`src/rtl/sal_ref_ctrl_pkg.sv`:
```
// Shared refresh-controller definitions: channel-level timing widths, the
// refresh debt ceiling, the refresh FSM state type and the state-to-output
// decode used by the controller.
package sal_ref_ctrl_pkg;

    localparam int DRAM_BK_CNT      = 16;
    localparam int T_REFI_WIDTH     = 16;
    localparam int T_RFC_WIDTH      = 10;
    localparam int REF_MAX_POSTPONE = 8;

    typedef enum logic [1:0] {
        IDLE  = 2'd0,
        DRAIN = 2'd1,
        REQ   = 2'd2,
        RFC   = 2'd3
    } ref_state_t;

    // Moore decode of the refresh state into {ref_pend, ref_req, ref_busy}.
    // Pending covers every non-idle state so the banks stay closed from the
    // start of the drain until the tRFC window finally releases them.
    function automatic logic [2:0] ref_out_decode(input ref_state_t st);
        logic [2:0] out_v;
        case (st)
            IDLE:    out_v = 3'b000;
            DRAIN:   out_v = 3'b100;
            REQ:     out_v = 3'b110;
            RFC:     out_v = 3'b101;
            default: out_v = 3'b000;
        endcase
        return out_v;
    endfunction

endpackage

```
`src/rtl/sal_ref_tick_gen.sv`:
```
// tREFI interval generator: a reloadable down-counter that advances only
// while enabled and emits a registered one-cycle tick every load_val_i+1
// enabled cycles. The counter starts from load_val_i out of reset.
module sal_ref_tick_gen
    import sal_ref_ctrl_pkg::*;
#(
    parameter int REFI_W = T_REFI_WIDTH
) (
    input  logic              clk,
    input  logic              rst_n,
    input  logic              en_i,
    input  logic [REFI_W-1:0] load_val_i,
    output logic              tick_o
);

    localparam logic [REFI_W-1:0] CNT_ZERO = {REFI_W{1'b0}};
    localparam logic [REFI_W-1:0] CNT_ONE  = REFI_W'(1'b1);

    logic [REFI_W-1:0] cnt_q;
    logic [REFI_W-1:0] cnt_d;
    logic              tick_q;
    logic              tick_d;

    // Next count and tick: hold while disabled, reload and tick on expiry.
    always_comb begin
        cnt_d  = cnt_q;
        tick_d = 1'b0;
        if (en_i) begin
            if (cnt_q == CNT_ZERO) begin
                cnt_d  = load_val_i;
                tick_d = 1'b1;
            end else begin
                cnt_d  = cnt_q - CNT_ONE;
                tick_d = 1'b0;
            end
        end else begin
            cnt_d  = cnt_q;
            tick_d = 1'b0;
        end
    end

    // Counter and tick registers with synchronous active-low reset.
    always_ff @(posedge clk) begin
        if (!rst_n) begin
            cnt_q  <= load_val_i;
            tick_q <= 1'b0;
        end else begin
            cnt_q  <= cnt_d;
            tick_q <= tick_d;
        end
    end

    assign tick_o = tick_q;

endmodule

```
`src/rtl/sal_ref_ctrl.sv`:
```
// All-bank refresh controller. Accumulates refresh debt from the tREFI tick,
// postpones refreshes while traffic is pending (up to MAX_POSTPONE), then
// drains the banks, requests the REF slot and holds the banks off for tRFC.
// Back-to-back refreshes are pulled in directly from the tRFC window while
// debt remains and the channel is quiet (or the debt ceiling is reached).
module sal_ref_ctrl
    import sal_ref_ctrl_pkg::*;
#(
    parameter int BK_CNT       = DRAM_BK_CNT,
    parameter int REFI_W       = T_REFI_WIDTH,
    parameter int RFC_W        = T_RFC_WIDTH,
    parameter int MAX_POSTPONE = REF_MAX_POSTPONE
) (
    input  logic                                   clk,
    input  logic                                   rst_n,
    input  logic                                   ref_en_i,
    input  logic [REFI_W-1:0]                      t_refi_m1_i,
    input  logic [RFC_W-1:0]                       t_rfc_m1_i,
    input  logic                                   traffic_i,
    input  logic [BK_CNT-1:0]                      bk_idle_i,
    input  logic                                   ref_gnt_i,
    output logic                                   ref_pend_o,
    output logic                                   ref_req_o,
    output logic                                   ref_busy_o,
    output logic [$clog2(MAX_POSTPONE+1)-1:0]      debt_o,
    output logic                                   err_o
);

    localparam int DEBT_W = $clog2(MAX_POSTPONE + 1);

    localparam logic [DEBT_W-1:0] DEBT_ZERO = {DEBT_W{1'b0}};
    localparam logic [DEBT_W-1:0] DEBT_ONE  = DEBT_W'(1'b1);
    localparam logic [DEBT_W-1:0] DEBT_MAX  = DEBT_W'(MAX_POSTPONE);
    localparam logic [RFC_W-1:0]  RFC_ZERO  = {RFC_W{1'b0}};
    localparam logic [RFC_W-1:0]  RFC_ONE   = RFC_W'(1'b1);

    logic              tick_s;
    logic              gnt_acc_s;
    logic              due_s;
    logic              all_idle_s;

    ref_state_t        state_q;
    ref_state_t        state_d;
    logic [DEBT_W-1:0] debt_q;
    logic [DEBT_W-1:0] debt_d;
    logic              err_q;
    logic              err_d;
    logic [RFC_W-1:0]  rfc_cnt_q;
    logic [RFC_W-1:0]  rfc_cnt_d;
    logic              ref_pend_q;
    logic              ref_pend_d;
    logic              ref_req_q;
    logic              ref_req_d;
    logic              ref_busy_q;
    logic              ref_busy_d;

    sal_ref_tick_gen #(
        .REFI_W (REFI_W)
    ) u_tick_gen (
        .clk        (clk),
        .rst_n      (rst_n),
        .en_i       (ref_en_i),
        .load_val_i (t_refi_m1_i),
        .tick_o     (tick_s)
    );

    // A grant only counts while the request is actually being presented.
    assign gnt_acc_s  = ref_req_q & ref_gnt_i;
    assign all_idle_s = &bk_idle_i;

    // Debt bookkeeping: tick adds, accepted grant subtracts, both cancel.
    // A tick that would exceed the ceiling is dropped and flagged sticky.
    always_comb begin
        debt_d = debt_q;
        err_d  = err_q;
        if (tick_s && !gnt_acc_s) begin
            if (debt_q == DEBT_MAX) begin
                err_d = 1'b1;
            end else begin
                debt_d = debt_q + DEBT_ONE;
            end
        end else if (gnt_acc_s && !tick_s) begin
            if (debt_q != DEBT_ZERO) begin
                debt_d = debt_q - DEBT_ONE;
            end else begin
                debt_d = debt_q;
            end
        end else begin
            debt_d = debt_q;
        end
    end

    // Refresh is due on the post-update debt, so a tick starts the drain
    // on the very next cycle; a full debt overrides pending traffic.
    always_comb begin
        if ((debt_d != DEBT_ZERO) && ref_en_i && (!traffic_i || (debt_d == DEBT_MAX))) begin
            due_s = 1'b1;
        end else begin
            due_s = 1'b0;
        end
    end

    // Next-state logic for the refresh sequence and the tRFC counter.
    // A grant in REQ wins over a simultaneous disable: once the scheduler
    // has issued REF the tRFC window must be honoured.
    always_comb begin
        state_d   = state_q;
        rfc_cnt_d = rfc_cnt_q;
        case (state_q)
            IDLE: begin
                if (due_s) begin
                    state_d = DRAIN;
                end else begin
                    state_d = IDLE;
                end
            end
            DRAIN: begin
                if (!ref_en_i) begin
                    state_d = IDLE;
                end else if (all_idle_s) begin
                    state_d = REQ;
                end else begin
                    state_d = DRAIN;
                end
            end
            REQ: begin
                if (ref_gnt_i) begin
                    state_d   = RFC;
                    rfc_cnt_d = t_rfc_m1_i;
                end else if (!ref_en_i) begin
                    state_d = IDLE;
                end else begin
                    state_d = REQ;
                end
            end
            RFC: begin
                if (rfc_cnt_q == RFC_ZERO) begin
                    if (due_s) begin
                        state_d = DRAIN;
                    end else begin
                        state_d = IDLE;
                    end
                end else begin
                    state_d   = RFC;
                    rfc_cnt_d = rfc_cnt_q - RFC_ONE;
                end
            end
            default: begin
                state_d   = IDLE;
                rfc_cnt_d = RFC_ZERO;
            end
        endcase
    end

    // Output registers load the decode of the next state, so each output
    // equals a pure decode of the current state register.
    always_comb begin
        {ref_pend_d, ref_req_d, ref_busy_d} = ref_out_decode(state_d);
    end

    // State, counters and output registers with synchronous active-low reset.
    always_ff @(posedge clk) begin
        if (!rst_n) begin
            state_q    <= IDLE;
            debt_q     <= DEBT_ZERO;
            err_q      <= 1'b0;
            rfc_cnt_q  <= RFC_ZERO;
            ref_pend_q <= 1'b0;
            ref_req_q  <= 1'b0;
            ref_busy_q <= 1'b0;
        end else begin
            state_q    <= state_d;
            debt_q     <= debt_d;
            err_q      <= err_d;
            rfc_cnt_q  <= rfc_cnt_d;
            ref_pend_q <= ref_pend_d;
            ref_req_q  <= ref_req_d;
            ref_busy_q <= ref_busy_d;
        end
    end

    assign ref_pend_o = ref_pend_q;
    assign ref_req_o  = ref_req_q;
    assign ref_busy_o = ref_busy_q;
    assign debt_o     = debt_q;
    assign err_o      = err_q;

endmodule
```
`config.mk`:
```
export PLATFORM = sky130hd
export DESIGN_NAME = sal_ref_ctrl
export DESIGN_NICKNAME = d
export VERILOG_FILES = /design/src/rtl/sal_ref_ctrl_pkg.sv /design/src/rtl/sal_ref_tick_gen.sv /design/src/rtl/sal_ref_ctrl.sv
export SDC_FILE = /design/constraint.sdc
export NUM_CORES = 1
export LEC_CHECK = 0
export ABC_CLOCK_PERIOD_IN_PS = 3000
export CAP_MARGIN = 20
export CORE_ASPECT_RATIO = 0.75
export CORE_MARGIN = 2
export CORE_UTILIZATION = 35
export DETAILED_ROUTE_END_ITERATION = 10
export DONT_BUFFER_PORTS = 1
export PLACE_DENSITY = 0.58
export SYNTH_ARGS = -nofsm -noshare
export SYNTH_HDL_FRONTEND = slang
export SYNTH_SLANG_ARGS = --single-unit
```
`constraint.sdc`:
```
create_clock -name clk -period 3 [get_ports clk]
set_input_delay 0.6 -clock clk [delete_from_list [all_inputs] [get_ports clk]]
set_output_delay 0.6 -clock clk [all_outputs]
set_load 0.05 [all_outputs]
```
==> flow_summary.ini, run 1 <==
[outcome]
status = finished clean

[finish]
final_common_cell = nand2_1
multi_input_area_um2 = 1210
final_cell_mix = nand2_1, o21ai_0, nor2_1, dfxtp_1, edfxtp_1
area_growth_pct = 7.67
nets = 310
drive_above_1_share_pct = 7.34
diodes = 0
fillers = 605
regArea_um2 = 901

[critical_path]
cp-start-kind = flop
r2r_end = ref_pend_o
endpoint_kind = flop
crit_chain = inv_1, ha_1, nor3b_1, o22ai_1, mux2_2, or3_1, o211ai_2, o21ai_1
reg2reg_depth = 8
rr_startpoint = debt_o[0]
cp_num_buf_inv = 1
crit_slowest_cell = nor3b_1
cp.arrival_ns = 2.54
critical_path_class = flop to flop
rrSetupSlack_ns = 0.63
critPathMaxFanout = 5
path_delay_family = simple AND/OR/NAND/NOR gates
cp.depth = 8
worstPathRequired_ns = 3.17
max_stage_delay_ns = 0.42

[floorplan]
core_um2 = 5920
start_util_pct = 37.0
fp-row-count = 24
die_area_um2 = 6900
die_h_um = 72.5
die_width_um = 95.3
pin_count = 55

[sta]
timing.fmax_ghz = 0.422
fin_crit_ns = 2.37
rsz0062_at_grt = false
finalSetupTns_ns = 0
setup_slack_ns = 0.628
slew_headroom_pct = 47.3
hold_violations = 0
finalSetupViolCount = 0
tightest_slew_ns = 0.790
post-route-period-util_pct = 79.1
drv_slew = 0
finClkSkew_ns = 0.00382

[drt]
drt-pass1-iter-count = 4
wl_um = 4880
vias = 1855
routed_via_density = 5.50
ant_nets = 0
drt_iter0_drc = 109
avgRoutedWirePerCell_um = 14.5
drc = 0

[yosys]
synth_nets = 310
synth_top_area_cell = edfxtp_1
synth_area_leaders = edfxtp_1, dfxtp_1, o21ai_0
yosysSeqAreaShare_pct = 41.2
synth_top_area_share_pct = 22.0
syn_inst = 258
yosys_warnings = 0
synth_area_per_cell_um2 = 8.48
ys_types = 44
synth-edff-count = 16
ys_ff_latch = 37
ys.flop_type = dfxtp_1
syn-cell-area_um2 = 2190
async_flop_share_pct = 0

[power]
switching_share_pct = 24.6
p_clk_share_pct = 33.9
seqPwrFrac_pct = 58.4
net-switching-power_uw = 245
ir_worst_vdd_mv = 0.157
p_per_area_nw_per_um2 = 423
p_comb_share_pct = 7.8
internal-power_uw = 752
leakagePower_uw = 0.000824

[clock_network]
cts_root_buf = clkbuf_8
clk_latency_ns = 0.29
cts.repair.resized = 0
ctsHtreeMaxLevel = 2
clk_pin_slew_ns = 0.08
postCtsSetupBuffers = 0
cts_tree = yes
cts_inserted_buffers = 5
hold_buffers = 0
cts_sinks = 37
cts_buffer_depth = 2

[global_routing]
grt_pass1_vias = 1761
grt_start_max_net_pins = 33
overflow = 0
antenna_found_initial = 0
gr-usage-all-layers_pct = 14.8
grt_first_pass_wirelength_um = 8030

[worst_hold_path]
hold_path_depth = 2
hold_end = u_tick_gen.tick_o
hp-start = ref_en_i
hold_class = input pin to flop

[place]
portBuffers = 0
hpwl_um = 3550
gp_congestion = 0.836
post-place-ws_ns = 0.682

[job]
cap_violations = 0
## registers in the layout, indices dropped and copies added, names as in the netlist
name / count
ref_req_o: 1
ref_busy_o: 1
debt_o: 4
state_q: 2
err_o: 1
u_tick_gen.cnt_q: 16
rfc_cnt_q: 10
u_tick_gen.tick_o: 1
ref_pend_o: 1
## per-stage QoR
step | power [uW] | cell area (um2) | utilization (%) | cells | hold slack, ns
after global routing | 1050 | 2350 | 39.8 | 337 | 0.420
after floorplan | 654 | 2190 | - | 258 | 0.476
after global placement | 669 | 2270 | 38.4 | 329 | 0.510
after detailed placement | 672 | 2270 | 38.4 | 329 | 0.517
final | 997 | 2350 | 39.8 | 337 | 0.419
after CTS | 1010 | 2350 | 39.8 | 337 | 0.413
## synthesized netlist by cell type (2+ instances only)
master    number
dfxtp_1       21
o211ai_1       3
clkbuf_1      11
o21ai_1        2
nand2_1       32
a21boi_0       2
edfxtp_1      16
a21oi_1       12
o31ai_1        2
xnor2_1       11
o221a_2        2
o21a_1         2
o21ai_0       27
xor2_1         5
nand3b_1       2
nor3b_1        5
nand4_1        6
nand3_1        2
nor4_1         4
a31oi_1        3
ha_1           5
nor3_1        15
nor2b_1        4
nor2_1        21
inv_1          8
or4_1          2
o22ai_1        2
and2_1        10
or3_1          6
## metal layers
layer	up-vias	share of wire, %	global-route usage [%]
met4	0	0.55	2.90
met5	-	0	0
met2	70	43	23.3
met3	5	9.2	5.09
met1	849	47	19.8
li1	931	-	-
## power by group through the flow
| stage | clock [uW] | combinational, uW | sequential (uW) |
|---|---|---|---|
| after global placement | 0 | 76.5 | 592 |
| final | 338 | 77.5 | 582 |
| after global routing | 373 | 90.1 | 587 |
| after detailed placement | 0 | 78.3 | 594 |
| after floorplan | 0 | 67.1 | 587 |
| after CTS | 347 | 78.9 | 583 |
## cell families (layout without fill, tap and decap cells)
kind of cell | Yosys count | count (layout) | share of synthesized area [%]
and+or+nand+nor | 116 | 116 | 27.5
AOI/OAI and AO/OA | 64 | 64 | 18.3
DFF | 37 | 37 | 41.2
buffers and inverters | 19 | 20 | 3.26
xor gates and xnor gates | 16 | 16 | 6.41
adders and majority gates | 5 | 5 | 2.86
muxes | 1 | 1 | 0.515
## cell type report
| class | count | share of cell area (%) |
|---|---|---|
| Timing Repair Buffer | 4 | 1.28 |
| Tap cell | 78 | 4.14 |
| Clock inverter | 3 | 0.531 |
| Sequential cell | 37 | 38.3 |
| Inverter | 8 | 1.28 |
| Clock buffer | 5 | 2.92 |
| Multi-Input combinational cell | 202 | 51.6 |
## worst max-delay path by stage
| stage | from | end | slack [ns] |
|---|---|---|---|
| floorplan | debt_o[0] | ref_pend_o | 0.43 |
| global placement | debt_o[0] | ref_pend_o | 0.76 |
| detailed placement | debt_o[0] | ref_pend_o | 0.68 |
| CTS | debt_o[0] | ref_pend_o | 0.66 |
| global route | debt_o[0] | ref_pend_o | 0.49 |
| finish | debt_o[0] | ref_pend_o | 0.63 |
(Power assumes the default switching activity.)
==> inputs of run 2 (changes only) <==
--- a/config.mk
+++ b/config.mk
@@ -5,7 +5,7 @@
 export SDC_FILE = /design/constraint.sdc
 export NUM_CORES = 1
 export LEC_CHECK = 0
-export ABC_CLOCK_PERIOD_IN_PS = 3000
+export ABC_CLOCK_PERIOD_IN_PS = 2440
 export CAP_MARGIN = 20
 export CORE_ASPECT_RATIO = 0.75
 export CORE_MARGIN = 2
==> constraint.sdc (replaced) <==
create_clock -name clk -period 2.44 [get_ports clk]
set_input_delay 0.488 -clock clk [delete_from_list [all_inputs] [get_ports clk]]
set_output_delay 0.488 -clock clk [all_outputs]
set_load 0.05 [all_outputs]
==> run 2 against run 1 <==
- via count is 3.5% lower
- global-route usage is 0.31 points lower
- critical path depth stayed put
- setup slack worse by 0.40 ns
- total power is 37% higher
- clock power is 62% higher
- cell count is 1.2% higher
- combinational power is 28% higher
- register-to-register slack worse by 0.40 ns
- sequential share of layout area is 1.2 points lower
- first-iteration DRC count is 45% lower
- critical path type unchanged
- highest routed layer unchanged
==> flow_summary.ini, run 2 (same netlist as run 1, synthesis figures left out) <==
[critical_path]
worstPathRequired_ns = 2.62
max_stage_delay_ns = 0.36
crit_slowest_cell = or3_1
crit_chain = inv_1, ha_1, and3b_4, o32a_1, mux2_2, or3_1, o211ai_2, o21ai_1
critical_path_class = flop to flop
endpoint_kind = flop
critPathMaxFanout = 5
cp.arrival_ns = 2.39
cp-start-kind = flop

[sta]
slew_headroom_pct = 50.3
rsz0062_at_grt = false
tightest_slew_ns = 0.745
drv_slew = 0
finalSetupTns_ns = 0
finalSetupViolCount = 0
hold_violations = 0
finClkSkew_ns = 0.0127
setup_slack_ns = 0.229
post-route-period-util_pct = 90.6
holdWs_ns = 0.291
fin_crit_ns = 2.21
timing.fmax_ghz = 0.452

[finish]
diodes = 0
nets = 314
top_register = u_tick_gen.cnt_q
drive_above_1_share_pct = 10.6
final_common_cell = nand2_1
area_growth_pct = 11.5
final_cell_mix = nand2_1, o21ai_0, nor2_1, dfxtp_1, edfxtp_1
largest_reg_flops = 16

[floorplan]
fp-row-count = 24
die_area_um2 = 6900
core_um2 = 5920
die_width_um = 95.3
pin_count = 55
start_util_pct = 37.0
die_h_um = 72.5

[power]
ir_worst_vdd_mv = 0.228
p_per_area_nw_per_um2 = 559
leakagePower_uw = 0.000863

[worst_hold_path]
hold_class = input pin to flop

[outcome]
status = finished clean

[drt]
vias = 1791
wl_um = 4700
avgRoutedWirePerCell_um = 13.8
routed_via_density = 5.25
ant_nets = 0
drt-pass1-iter-count = 6
drt_iter0_drc = 60
drc = 0

[clock_network]
cts_root_buf = clkbuf_8
clk_pin_slew_ns = 0.09
postCtsSetupBuffers = 0
clk_latency_ns = 0.30
cts_tree = yes
ctsHtreeMaxLevel = 2
cts_sinks = 37
cts_buffer_depth = 2
cts_inserted_buffers = 5

[global_routing]
grt_pass1_vias = 1677
overflow = 0
met2_usage_pct = 22.2
grtUsageMet3_pct = 3.74
busiest_layer = met2
antenna_found_initial = 0
grt_first_pass_wirelength_um = 7800
gr-usage-all-layers_pct = 14.5
grt_start_max_net_pins = 33
grt_use_met1_pct = 19.9

[place]
post-place-ws_ns = 0.194
gp_congestion = 0.889
portBuffers = 0
hpwl_um = 3540

[job]
cap_violations = 0
## run 2: cell count changes in the layout (fill, tap and decap cells not counted), sizes merged
| cell | change |
|---|---|
| clkinvlp | +1 |
| buf | +4 |
| bufinv | +1 |
| clkinv | -2 |
## run 2: layer usage
layer	wire length (um)	part of all wire, %
met1	2400	51
met2	2000	43
met3	249	5.3
met4	53	1.1
met5	0	0
## run 2: worst paths after layout
kind	start	slack [ns]	to	cells after the start
setup / recovery	debt_o[0]	0.23	ref_pend_o	8
hold / removal	ref_en_i	0.29	u_tick_gen.tick_o	2
setup reg to reg	debt_o[0]	0.23	ref_pend_o	8
hold reg to reg	rfc_cnt_q[0]	0.51	rfc_cnt_q[0]	2
## run 2: metrics by stage
step / cell area (um2) / total power (uW) / cells / util [%]
global route: 2440 / 1430 / 341 / 41.2
detailed placement: 2320 / 828 / 333 / 39.2
CTS: 2430 / 1380 / 341 / 41.1
finish: 2440 / 1360 / 341 / 41.2
global placement: 2320 / 824 / 333 / 39.2
floorplan: 2190 / 804 / 258 / -
## run 2: area by class of cell
cell class / instances / area, um2
tap: 78 / 97.6
clock inverter: 3 / 46.3
clock buffer: 5 / 68.8
multi-input combinational: 202 / 1220
fill: 603 / 3480
sequential: 37 / 903
timing repair buffer: 8 / 72.6
inverter: 8 / 30.0
## run 2: worst max-delay path, delay by kind of cell, from the launching register on
kind            cells  cell delay, ns
flops               1            0.33
simple gates        2            0.58
fa+ha+maj           1            0.24
compound gates      3            0.61
mux                 1            0.28
buf+inv             1            0.07
## run 2: report_power, final
group	switching (uW)	internal, uW
registers	28.5	686
clock network	242	306
logic	51.0	48.1
total	322	1040
## run 2: timing repair
action	in CTS	in global routing
setup endpoints to repair	0	2
resized for setup	0	1
hold buffers	0	0
==> inputs of run 3 (changes only) <==
--- a/config.mk
+++ b/config.mk
@@ -10,6 +10,7 @@
 export CORE_ASPECT_RATIO = 0.75
 export CORE_MARGIN = 2
 export CORE_UTILIZATION = 35
+export CTS_BUF_LIST = sky130_fd_sc_hd__clkbuf_16
 export DETAILED_ROUTE_END_ITERATION = 10
 export DONT_BUFFER_PORTS = 1
 export PLACE_DENSITY = 0.58
==> run 3 against run 2 <==
- sequential share of layout area down 0.84 points
- first-iteration DRC count up 10%
- highest routed layer unchanged
- clock skew decreased by 0.0049 ns
- flip-flop and latch count unchanged
- hold slack better by 0.020 ns
- non-clock buffer count stayed put
- largest power group is now clock
- setup slack got worse by 0.00095 ns
- wire length grew 0.36%
- largest cell class unchanged
- die area stayed put
- count of clock-buffer cells in the layout stayed put
==> flow_summary.ini, run 3 (same netlist as run 1, synthesis figures left out) <==
[finish]
largest_reg_flops = 16
top_register = u_tick_gen.cnt_q
stdcell_area_um2 = 2490
fillers = 600
diodes = 0
nets = 314
final_cell_mix = nand2_1, o21ai_0, nor2_1, dfxtp_1, edfxtp_1
drive_above_1_share_pct = 10.6
final_common_cell = nand2_1
area_growth_pct = 14.1

[sta]
finalSetupTns_ns = 0
drv_slew = 0
holdWs_ns = 0.311
rsz0062_at_grt = false
finClkSkew_ns = 0.00783
post-route-period-util_pct = 90.7
finalSetupViolCount = 0
timing.fmax_ghz = 0.452
fin_crit_ns = 2.21
hold_violations = 0
tightest_slew_ns = 0.744
slew_headroom_pct = 50.4

[drt]
vias = 1797
drc = 0
wl_um = 4720
drt-pass1-iter-count = 4
drt_iter0_drc = 66
ant_nets = 0
avgRoutedWirePerCell_um = 13.8
routed_via_density = 5.27

[global_routing]
grt_first_pass_wirelength_um = 7830
grt_start_max_net_pins = 33
grt_pass1_vias = 1673
gr-usage-all-layers_pct = 14.5
antenna_found_initial = 0
overflow = 0

[power]
switching_share_pct = 21.9
p_comb_share_pct = 6.4
internal-power_uw = 1220
net-switching-power_uw = 343
p_total_uw = 1560
seqPwrFrac_pct = 45.8
leakagePower_uw = 0.000889
p_per_area_nw_per_um2 = 626
ir_worst_vdd_mv = 0.313
p_clk_share_pct = 47.8

[critical_path]
cp-start-kind = flop
cp.arrival_ns = 2.38
crit_chain = inv_1, ha_1, and3b_4, o32a_1, mux2_2, or3_1, o211ai_2, o21ai_1
rr_startpoint = debt_o[0]
worstPathRequired_ns = 2.60
endpoint_kind = flop
crit_start = debt_o[0]
crit_slowest_cell = or3_1
reg2reg_depth = 8
critical_path_class = flop to flop
cp.depth = 8
worstSetupEndpoint = ref_pend_o
cp_num_buf_inv = 1
max_stage_delay_ns = 0.36
path_delay_family = compound AO/OA/AOI/OAI gates
r2r_end = ref_pend_o
critPathMaxFanout = 5
rrSetupSlack_ns = 0.23

[clock_network]
cts_inserted_buffers = 5
cts_root_buf = clkbuf_16
cts.repair.resized = 0
cts_buffer_depth = 2
postCtsSetupBuffers = 0
clk_pin_slew_ns = 0.06
clk_latency_ns = 0.28
cts_tree = yes
cts_sinks = 37
ctsHtreeMaxLevel = 2
hold_buffers = 0

[floorplan]
core_um2 = 5920
pin_count = 55
die_h_um = 72.5
die_area_um2 = 6900
die_width_um = 95.3
start_util_pct = 37.0
fp-row-count = 24

[place]
placed_cell_area_um2 = 2320
portBuffers = 0
hpwl_um = 3540
gp_congestion = 0.889

[worst_hold_path]
hold_class = input pin to flop
hp-start = rst_n

[outcome]
status = finished clean

[job]
cap_violations = 0
-- run 3: changes by cell type in the layout (fill, tap and decap cells not counted) --
cell,change
clkbuf_16,+5
clkbuf_8,-5
-- run 3: area by class of cell --
type                       count  area [um2]  share of cell area [%]
clock buffer                   5         125                    5.02
clock inverter                 3        46.3                    1.86
inverter                       8        30.0                    1.20
multi-input combinational    202        1220                    48.9
sequential                    37         903                    36.2
tap                           78        97.6                    3.91
timing repair buffer           8        72.6                    2.91
-- run 3: how the worst min path moves through the flow --
stage,to,cells past startpoint
CTS,state_q[0],2
global route,u_tick_gen.tick_o,2
finish,state_q[0],2
global placement,rfc_cnt_q[0],2
detailed placement,rfc_cnt_q[0],2
floorplan,rfc_cnt_q[0],2
-- run 3: power by group through the flow --
stage               clock network [uW]  registers (uW)  logic [uW]
finish                             746             715        99.2
global route                       796             719         113
CTS                                770             715         102
detailed placement                   0             728         100
global placement                     0             727        97.0
floorplan                            0             721        82.5
-- run 3: stage by stage --
stage | worst slack (ns) | std cells | utilization (%)
after floorplan | 0.0826 | 258 | -
after global placement | 0.290 | 333 | 39.2
after detailed placement | 0.194 | 333 | 39.2
after CTS | 0.181 | 341 | 42.1
after global routing | 0.0749 | 341 | 42.2
final | 0.228 | 341 | 42.2
-- run 3: routing by layer --
metal / part of all wire (%) / wire length, um / vias to the layer above / GRT usage (%)
met5: 0 / 0 / - / 0
met4: 1.1 / 50 / 0 / 4.35
met3: 5.7 / 269 / 6 / 3.74
met2: 43 / 2030 / 49 / 22.7
met1: 50 / 2360 / 801 / 19.9
li1: - / - / 941 / -
